==> src/rtl/booth_dot_sequencer.sv <==
`default_nettype none
// ============================================================================
// Module   : booth_dot_sequencer
// Purpose  : Buffers signed 8-bit operand pairs in a small FIFO, issues them
//            one at a time to a sequential Booth multiplier, accumulates the
//            returned 16-bit products into a signed dot-product and presents
//            each finished vector on a valid/ready result port.
// Ports    : clock, reset (async, active-low)
//            in_valid/in_ready/in_x/in_y/in_last  - operand pair input
//            mul_start/mul_x/mul_y                - issue to multiplier
//            mul_valid/mul_z                      - product return
//            out_valid/out_ready/out_acc/out_count/out_ovf - result port
//            busy                                 - FSM active or FIFO holds data
// Revision : 1.0 - initial release
// ============================================================================
module booth_dot_sequencer #(
  parameter int DEPTH = 4,
  parameter int ACC_W = 24,
  parameter int LEN_W = 8
) (
  input  logic             clock,
  input  logic             reset,
  input  logic             in_valid,
  output logic             in_ready,
  input  logic [7:0]       in_x,
  input  logic [7:0]       in_y,
  input  logic             in_last,
  output logic             mul_start,
  output logic [7:0]       mul_x,
  output logic [7:0]       mul_y,
  input  logic             mul_valid,
  input  logic [15:0]      mul_z,
  output logic             out_valid,
  input  logic             out_ready,
  output logic [ACC_W-1:0] out_acc,
  output logic [LEN_W-1:0] out_count,
  output logic             out_ovf,
  output logic             busy
);

  localparam int                  c_ADDR_W  = (DEPTH > 1) ? $clog2(DEPTH) : 1;
  localparam logic [c_ADDR_W-1:0] c_PTR_ONE = c_ADDR_W'(1);
  localparam logic [c_ADDR_W:0]   c_OCC_ONE = (c_ADDR_W + 1)'(1);
  localparam logic [c_ADDR_W:0]   c_OCC_FULL = (c_ADDR_W + 1)'(DEPTH);
  localparam logic [LEN_W-1:0]    c_CNT_ONE = LEN_W'(1);

  generate
    if ((DEPTH < 2) || ((DEPTH & (DEPTH - 1)) != 0)) begin : g_bad_depth
      $error("DEPTH must be a power of 2 and at least 2");
    end
    if (ACC_W < 16) begin : g_bad_acc_w
      $error("ACC_W must be at least 16");
    end
  endgenerate

  typedef enum logic [1:0] {
    S_IDLE  = 2'd0,
    S_ISSUE = 2'd1,
    S_WAIT  = 2'd2,
    S_DONE  = 2'd3
  } state_t;

  // FIFO storage: {last, x, y}
  logic [16:0]         r_mem [DEPTH];
  logic [c_ADDR_W-1:0] r_wr_ptr;
  logic [c_ADDR_W-1:0] r_rd_ptr;
  logic [c_ADDR_W:0]   r_occ;
  logic                r_full;

  state_t                  r_state;
  logic                    r_last;
  logic [7:0]              r_mul_x;
  logic [7:0]              r_mul_y;
  logic signed [ACC_W-1:0] r_acc;
  logic [LEN_W-1:0]        r_count;
  logic                    r_ovf;

  logic                    w_empty;
  logic                    w_push;
  logic                    w_pop;
  logic [16:0]             w_head;
  logic [c_ADDR_W:0]       w_occ_next;
  logic signed [ACC_W-1:0] w_prod_ext;
  logic signed [ACC_W-1:0] w_sum;
  logic                    w_add_ovf;

  assign w_empty = (r_occ == '0);
  // Acceptance looks only at the registered full flag, so a full FIFO refuses
  // a push even in a cycle where the head is being popped.
  assign w_push  = in_valid && !r_full;
  assign w_head  = r_mem[r_rd_ptr];
  // The head is consumed when IDLE launches a pair, or when WAIT chains
  // straight into the next pair of the same vector.
  assign w_pop   = !w_empty &&
                   ((r_state == S_IDLE) ||
                    ((r_state == S_WAIT) && mul_valid && !r_last));

  always_comb begin
    w_occ_next = r_occ;
    if (w_push && !w_pop) begin
      w_occ_next = r_occ + c_OCC_ONE;
    end else if (!w_push && w_pop) begin
      w_occ_next = r_occ - c_OCC_ONE;
    end
  end

  assign w_prod_ext = ACC_W'($signed(mul_z));
  assign w_sum      = r_acc + w_prod_ext;
  // Signed overflow: both addends share a sign that the result does not.
  assign w_add_ovf  = (r_acc[ACC_W-1] == w_prod_ext[ACC_W-1]) &&
                      (w_sum[ACC_W-1] != r_acc[ACC_W-1]);

  // Storage is not reset; only the pointers/occupancy define validity.
  always_ff @(posedge clock) begin
    if (w_push) begin
      r_mem[r_wr_ptr] <= {in_last, in_x, in_y};
    end
  end

  always_ff @(posedge clock or negedge reset) begin
    if (!reset) begin
      r_wr_ptr <= '0;
      r_rd_ptr <= '0;
      r_occ    <= '0;
      r_full   <= 1'b0;
      r_state  <= S_IDLE;
      r_last   <= 1'b0;
      r_mul_x  <= '0;
      r_mul_y  <= '0;
      r_acc    <= '0;
      r_count  <= '0;
      r_ovf    <= 1'b0;
    end else begin
      if (w_push) begin
        r_wr_ptr <= r_wr_ptr + c_PTR_ONE;
      end
      if (w_pop) begin
        r_rd_ptr <= r_rd_ptr + c_PTR_ONE;
      end
      r_occ  <= w_occ_next;
      r_full <= (w_occ_next == c_OCC_FULL);

      case (r_state)
        S_IDLE: begin
          if (!w_empty) begin
            r_last  <= w_head[16];
            r_mul_x <= w_head[15:8];
            r_mul_y <= w_head[7:0];
            r_state <= S_ISSUE;
          end
        end
        S_ISSUE: begin
          r_state <= S_WAIT;
        end
        S_WAIT: begin
          if (mul_valid) begin
            r_acc   <= w_sum;
            r_count <= r_count + c_CNT_ONE;
            r_ovf   <= r_ovf | w_add_ovf;
            if (r_last) begin
              r_state <= S_DONE;
            end else if (!w_empty) begin
              // Operands change only here, after the product has returned.
              r_last  <= w_head[16];
              r_mul_x <= w_head[15:8];
              r_mul_y <= w_head[7:0];
              r_state <= S_ISSUE;
            end else begin
              r_state <= S_IDLE;
            end
          end
        end
        S_DONE: begin
          if (out_ready) begin
            r_acc   <= '0;
            r_count <= '0;
            r_ovf   <= 1'b0;
            r_state <= S_IDLE;
          end
        end
        default: begin
          r_state <= S_IDLE;
        end
      endcase
    end
  end

  assign in_ready  = !r_full;
  assign mul_start = (r_state == S_ISSUE);
  assign mul_x     = r_mul_x;
  assign mul_y     = r_mul_y;
  assign out_valid = (r_state == S_DONE);
  assign out_acc   = r_acc;
  assign out_count = r_count;
  assign out_ovf   = r_ovf;
  assign busy      = (r_state != S_IDLE) || !w_empty;

endmodule
`default_nettype wire

==> config.mk <==
export PLATFORM = sky130hd
export DESIGN_NAME = booth_dot_sequencer
export DESIGN_NICKNAME = d
export VERILOG_FILES = /design/src/rtl/booth_dot_sequencer.sv
export SDC_FILE = /design/constraint.sdc
export NUM_CORES = 1
export LEC_CHECK = 0
export BUFFER_PORTS_ARGS = -buffer_cell sky130_fd_sc_hd__buf_2
export CAP_MARGIN = 5
export CORE_MARGIN = 3
export CORE_UTILIZATION = 57
export CTS_BUF_LIST = sky130_fd_sc_hd__clkbuf_16
export CTS_CLUSTER_DIAMETER = 50
export DETAILED_ROUTE_END_ITERATION = 7
export GPL_TIMING_DRIVEN = 1
export PLACE_DENSITY_LB_ADDON = 0.2
export SLEW_MARGIN = 20
export SYNTH_ARGS = -nofsm -noshare
export SYNTH_HDL_FRONTEND = slang
export SYNTH_SLANG_ARGS = --single-unit
==> constraint.sdc <==
create_clock -name clock -period 2.65 [get_ports clock]
set_input_delay 0.1325 -clock clock [delete_from_list [all_inputs] [get_ports clock]]
set_output_delay 0.1325 -clock clock [all_outputs]
set_load 0.02 [all_outputs]
==> summary.md, run 1 <==
| Metric | Value |
|---|---|
| Status | finished clean |
| Number of global-route vias before repair | 4358 |
| Placed cells | 710 |
| Wirelength per Cell | 17.3 um |
| Setup bufs post-CTS | 0 |
| Mapped Cells | approximately 480 |
| Total Die Area | 12100 um^2 |
| DRT Pass-1 Iters | 5 |
| CP endpoint kind | register |
| Most used flip-flop cell after synthesis | edfxtp_1 |
| Setup ws final | 0.164 ns |
| Mean Syn Cell Area | 12.9 um^2 |
| Total of max-cap violations | 0 |
| Clk_skew | 0.0130 ns |
| Post-synth EDFFs | 68 |
| Num Clock Sinks | 128 |
| Hold WS | 0.0591 ns |
| Period utilization | 93.8% |
| Max FO, Critical Path | 7 |
| Clock tree buffer depth | 2 |
| Row count | 37 |
| CTS tree | done |
| Num CTS Buffers | 17 |
| Core Region | approximately 10000 um^2 |
| Count of cell types in the netlist | between 50 and 60 |
| Most used cells in the layout excluding fill and tap cells | 90 x buf_2, 68 x edfxtp_1, 60 x dfrtp_1 |
| Worst-path clk slew | about 0.06 ns |
| Commonest non-fill, non-tap cell in the layout | buf_2 |
| Initial DRC Count | 176 |
| Effective utilization at floorplan | slightly below 60% |
| Min-delay worst type | in -> reg |
| Rel. slew slack | 58.8% |
| Skew-Pair Late Insertion Delay | approximately 0.42 ns |
| Seq cells post-synth | 128 |
| Fin. max-slew vios | 0 |
| Die W | 110 um |
| Fraction of layout cells with a size suffix above 1 | between 20% and 30% |
| Ports | 91 |
| CP Class | reg -> reg |
| Top cells by area, synth | edfxtp_1 33%, dfrtp_1 24%, ha_1 6.3%, mux4_2 6.2%, mux2_2 3.1% |
| Via Count | 4308 |
| Die H | approximately 110 um |
| Critical Path RT | 2.98 ns |
| Setup-failing EPs final | 0 |
| Max Clock Freq | 402 MHz |
| Routed WL | ~13 mm |
| Gr usage total | 23.1% |
| Critical path startpoint category | register |
| Sequential fraction of the synthesis area | 57.2% |
| Final nets | 681 |
| Power Total | 9.26 mW |
| Area grow syn2layout | 24.5% |
| Drt drc | 0 |
| Diodes inserted | 0 |
| Pre-CTS WS | -0.00590 ns |
| Root Buffer Master | clkbuf_16 |
| RSZ-0062 raised after global routing | no |
| Synth Net Count | 549 |
| Worst Tran Pin Value | between 0.6 and 0.7 ns |
| DR vias/cell | 5.67 |
| Post-layout util | around three quarters |
| Grt ovf | 0 |
| FFs w/ async S/R, synth | 46.9% |
| IO buf count | 90 |
| Peak supply drop | between 900 and 1000 uV |
| GP Congestion | 0.870 |
| Mapped Area | about 6200 um^2 |
| Worst EP arrival | ~2.8 ns |
| Post-route ant nets | 0 |
| Initial antenna violation count | 0 |
| First-pass GRT wire length | between 20 and 25 mm |
| Yosys top cell by area | edfxtp_1 |
| PwrDens | 1200 nW/um^2 |
| Non-filler cells, final | 760 |
| Detailed placement HPWL | 8.79 mm |
| Minimum clock period | 2.49 ns |
| Yosys warning total | 0 |
| Fin. Hold Viols | 0 |
| Synth top area share | between 30% and 40% |
| Largest net degree at the start of global routing | 32 |
| H-tree levels | 4 |
| Leak | 3.31 nW |
## where the power goes
part	internal (mW)	total, mW	switching (mW)	leakage [nW]
clock	1.46	2.32	0.864	0.300
combinational	1.67	3.88	2.22	1.64
sequential	2.71	3.05	0.339	1.37
## critical path: stages, from the launching register on
cell      delay, ns
dfrtp_1        0.40
ha_1           0.42
nand4_2        0.17
or3_1          0.40
or2_0          0.23
o211ai_2       0.11
nor3_2         0.07
or4b_1         0.50
o211ai_1       0.11
## logic make-up (layout without fill, tap and decap cells)
| group | after synthesis | after routing | synth area share (%) |
|---|---|---|---|
| buffers and inverters | 30 | 175 | 1.96 |
| muxes | 35 | 35 | 9.44 |
| AOI/OAI and AO/OA | 106 | 106 | 11.1 |
| DFF | 128 | 128 | 57.2 |
| xor gates and xnor gates | 29 | 29 | 4.10 |
| and+or+nand+nor | 117 | 117 | 9.26 |
| adders and majority gates | 34 | 34 | 6.91 |
## final cells by class
class | instances | area, um^2
clock buffers | 20 | 500
clock inverters | 12 | 105
fillers | 720 | 2750
inverters | 12 | 45.0
multi-input cells | 321 | 2540
flip-flops and latches | 128 | 3540
well taps | 136 | 170
repair buffers | 131 | 803
## timing repair
| item | CTS | global route |
|---|---|---|
| resized for setup | 1 | 1 |
| setup endpoints to repair | 3 | 4 |
| hold buffers | 18 | 0 |
| gates cloned | 0 | 0 |
| hold endpoints to repair | 128 | 0 |
| pin swaps | 0 | 2 |
## Yosys cell counts (all sizes together), types with 3 or more instances
library cell	n
buf	7
o21a	5
ha	31
nor4	3
o21bai	3
mux2	17
and3	3
nor2b	5
xor2	16
nand3	12
a211oi	3
edfxtp	68
xnor2	13
clkbuf	11
a21o	9
a31oi	6
o21ai	30
inv	12
mux4	17
nor2	24
a21oi	27
nor3	6
a22o	4
o211ai	4
o31ai	4
nand4	8
nand2	41
nor3b	3
and2	5
dfrtp	60
## per-layer routing
layer,GRT usage (%),vias to the layer above,routed length [um]
li1,-,2055,-
met1,28.0,2127,5500
met2,40.1,114,6780
met3,5.82,12,706
met4,8.36,0,133
met5,0,-,0
## worst paths after layout
kind	start	end	slack, ns	depth (start not counted)
worst min-delay path	out_ready	r_state[0]$_DFFE_PN0P_	0.06	3
min in group asynchronous	reset	out_acc[5]$_DFFE_PN0P_	0.28	3
max in group asynchronous	reset	r_wr_ptr[1]$_DFFE_PN0P_	2.04	3
worst max-delay path	out_acc[17]$_DFFE_PN0P_	out_acc[23]$_DFFE_PN0P_	0.16	8
worst min register to register	out_acc[13]$_DFFE_PN0P_	out_acc[13]$_DFFE_PN0P_	0.50	2
worst max register to register	out_acc[17]$_DFFE_PN0P_	out_acc[23]$_DFFE_PN0P_	0.16	8
## flip-flops by register name, indices dropped and copies added (netlist names)
| name | cells |
|---|---|
| r_mem | 68 |
| out_acc | 24 |
| mul_x | 8 |
| mul_y | 8 |
| out_count | 8 |
| r_occ | 3 |
| r_rd_ptr | 2 |
| r_state | 2 |
| r_wr_ptr | 2 |
| out_ovf | 1 |
| r_full | 1 |
| r_last | 1 |
## metrics by stage
stage	cell area, um^2	setup TNS, ns
3_5_place_dp	6910	-0.00754
3_3_place_gp	6910	0
4_1_cts	7700	0
5_1_grt	7710	0
6_report	7710	0
2_1_floorplan	6190	0
No activity file was read; power rests on OpenSTA's default activity.
==> run 2: changes to the inputs <==
Settings changed: CORE_MARGIN 3 to 5.
==> run 2 against run 1 <==
Net effect: wire length down 1.0%; die area rose by 7.4%; first-iteration DRC count increased by 22%; global-route usage down 1.9 points; design area decreased by 1.2%; critical path depth stayed put; sequential cell count stayed put; register-to-register slack got worse by 0.04 ns; maximum frequency is 1.4% lower; setup slack worse by 0.035 ns; clock skew down 0.0072 ns; count of clock-buffer cells in the layout shrank 3; critical path type unchanged; largest cell class unchanged.
==> summary.md, run 2 (synthesis gave the netlist of run 1 again) <==
| Metric | Value |
|---|---|
| IO buf count | 90 (unchanged) |
| Num CTS Buffers | 17 (unchanged) |
| Commonest non-fill, non-tap cell in the layout | buf_2 |
| Via Count | 4297 (-0.26%) |
| Root Buffer Master | clkbuf_16 |
| Crit. Startpoint | out_acc[1]$_DFFE_PN0P_ |
| Post-route ant nets | 0 (unchanged) |
| Max reg flops | 68 (unchanged) |
| Fin. max-slew vios | 0 (unchanged) |
| Worst-path clk slew | 0.05 ns (about the same) |
| Period utilization | 95.1% (+1.3 points) |
| Initial antenna violation count | 0 (unchanged) |
| Drt drc | 0 (unchanged) |
| Biggest register | r_mem |
| Row count | 38 (+2.7%) |
| Ports | 91 (unchanged) |
| Critical path startpoint category | register |
| Detailed placement HPWL | 8.98 mm (+2.1%) |
| Setup-failing EPs final | 0 (unchanged) |
| Diodes inserted | 0 (unchanged) |
| Total of max-cap violations | 0 (unchanged) |
| Net switching power | 3.35 mW (-1.9%) |
| Slowest stage delay, CP | 0.44 ns (-0.06 ns) |
| First-pass GRT wire length | 21.3 mm (about the same) |
| Wirelength per Cell | 17.1 um (-1.3%) |
| Rel. slew slack | 49.1% (-9.7 points) |
| DR vias/cell | 5.64 (-0.52%) |
| CTS tree | done |
| Area of the multi-input gates | 2540 um^2 (unchanged) |
| CP endpoint kind | register |
| Top delay family on crit path | compound AO/OA/AOI/OAI gates |
| Skew-Pair Late Insertion Delay | 0.41 ns (about the same) |
| Internal power | 5.54 mW (-5.1%) |
| RSZ-0062 raised after global routing | no |
| Effective utilization at floorplan | 57.6% (-1.6 points) |
| Die H | 114 um (+3.6%) |
| Crit path buffers/inverters | 0 (unchanged) |
| Register area | 3540 um^2 (unchanged) |
| Fin. Hold Viols | 0 (unchanged) |
| FF-to-FF Start | out_acc[1]$_DFFE_PN0P_ |
| Minimum clock period | 2.52 ns (+0.0350 ns) |
| Worst EP arrival | 2.85 ns (+0.04 ns) |
| Post-DP Area | 6910 um^2 (about the same) |
| Clk_skew | 0.00586 ns (-0.00718 ns) |
| Initial DRC Count | 215 (+22%) |
| Worst Tran Pin Value | 0.764 ns (+0.148 ns) |
| Leak | 3.25 nW (-1.7%) |
| Core Region | 10700 um^2 (+2.7%) |
| Num Clock Sinks | 128 (unchanged) |
| Layout fillers | 788 (+9.4%) |
| Sw frac | 37.7% (+0.78 points) |
| Total Die Area | 13000 um^2 (+7.4%) |
| Status | finished clean |
| Number of global-route vias before repair | 4361 (+0.069%) |
| Hold wc startpoint | mul_valid |
| Routed WL | 13.0 mm (-1.0%) |
| Gr usage total | 21.2% (-1.9 points) |
| Crit-path slowest cell | or4b_1 |
| Die W | 114 um (+3.6%) |
| Crit-path cells | ha_1 -> a211o_1 -> a21oi_1 -> a21o_4 -> o211ai_2 -> o21ai_0 -> or4b_1 -> o211ai_1 |
| Area grow syn2layout | 23.0% |
| Setup bufs post-CTS | 0 (unchanged) |
| PwrDens | 1170 nW/um^2 (-2.7%) |
| Max FO, Critical Path | 4 (-3) |
| H-tree levels | 4 (unchanged) |
| Clock power frac | 22.0% (-3.1 points) |
| DRT Pass-1 Iters | 4 (-1) |
| Clock tree buffer depth | 2 (unchanged) |
| Max Clock Freq | 397 MHz (-1.4%) |
| Critical Path RT | 2.98 ns (about the same) |
| Most used cells in the layout excluding fill and tap cells | 90 x buf_2, 68 x edfxtp_1, 60 x dfrtp_1 |
| Peak supply drop | 729 uV (-20%) |
| Post-route design area | 7610 um^2 (-1.2%) |
| CP Class | reg -> reg |
| Setup TNS | 0 ns (unchanged) |
| Register share of total power | 34.8% (+1.8 points) |
| Min-delay worst type | in -> reg |
| Largest net degree at the start of global routing | 32 (unchanged) |
| Final nets | 679 (-0.29%) |
| Fraction of layout cells with a size suffix above 1 | 28.9% (-0.71 points) |
| Comb power frac | 43.2% (+1.3 points) |
| Grt ovf | 0 (unchanged) |
| GP Congestion | 0.929 (+6.7%) |
[run 2: path summary, 6_finish.rpt]
kind / to / slack [ns] / cells after the start
worst max-delay path: out_acc[23]$_DFFE_PN0P_ / 0.13 / 8
worst min-delay path: r_state[0]$_DFFE_PN0P_ / 0.05 / 3
worst max register to register: out_acc[23]$_DFFE_PN0P_ / 0.13 / 8
worst min register to register: r_occ[2]$_DFF_PN0_ / 0.48 / 1
min in group asynchronous: out_acc[10]$_DFFE_PN0P_ / 0.34 / 2
max in group asynchronous: r_occ[1]$_DFF_PN0_ / 1.69 / 3
[run 2: cell type report]
type | count | share of cell area [%]
clock buffer | 17 | 5.59
inverter | 12 | 0.592
sequential | 128 | 46.5
timing repair buffer | 129 | 10.5
clock inverter | 15 | 1.07
tap | 140 | 2.30
multi-input combinational | 321 | 33.4
[run 2: power groups by stage]
stage | Sequential (mW) | Combinational, mW | Clock, mW
global route | 3.17 | 4.22 | 2.10
floorplan | 3.36 | 2.42 | 0
CTS | 3.10 | 3.86 | 2.00
detailed placement | 3.13 | 3.81 | 0
global placement | 3.09 | 3.73 | 0
finish | 3.09 | 3.84 | 1.96
[run 2: per-stage QoR]
stage,power (mW),std cells,setup WS [ns],util (%),hold WS (ns)
4_1_cts,8.95,762,0.0591,70.8,0.0381
3_5_place_dp,6.94,712,0.00385,64.3,0.259
5_1_grt,9.49,762,0.00353,70.8,0.0689
6_report,8.89,762,0.129,70.8,0.0519
2_1_floorplan,5.78,479,0.0746,-,-0.163
3_3_place_gp,6.81,712,0.0636,64.3,0.236
[run 2: worst reg2reg max path, stage by stage, from the launching register on]
cell and delay (ns):
dfrtp_1 0.42, ha_1 0.31, a211o_1 0.28, a21oi_1 0.38, a21o_4 0.21, o211ai_2 0.14
o21ai_0 0.15, or4b_1 0.44, o211ai_1 0.11
[run 2: repair_timing]
item | CTS | global route
hold buffers | 18 | 0
gates resized for setup | 1 | 1
endpoints found under the hold margin | 98 | 0
pin swaps | 0 | 1
setup endpoints to repair | 2 | 4
[run 2: per-layer routing]
layer	track usage, %	vias up	wire length [um]
met1	25.0	2116	5280
met2	37.0	97	6820
met5	0	-	0
li1	-	2061	-
met4	8.63	0	282
met3	5.60	23	610
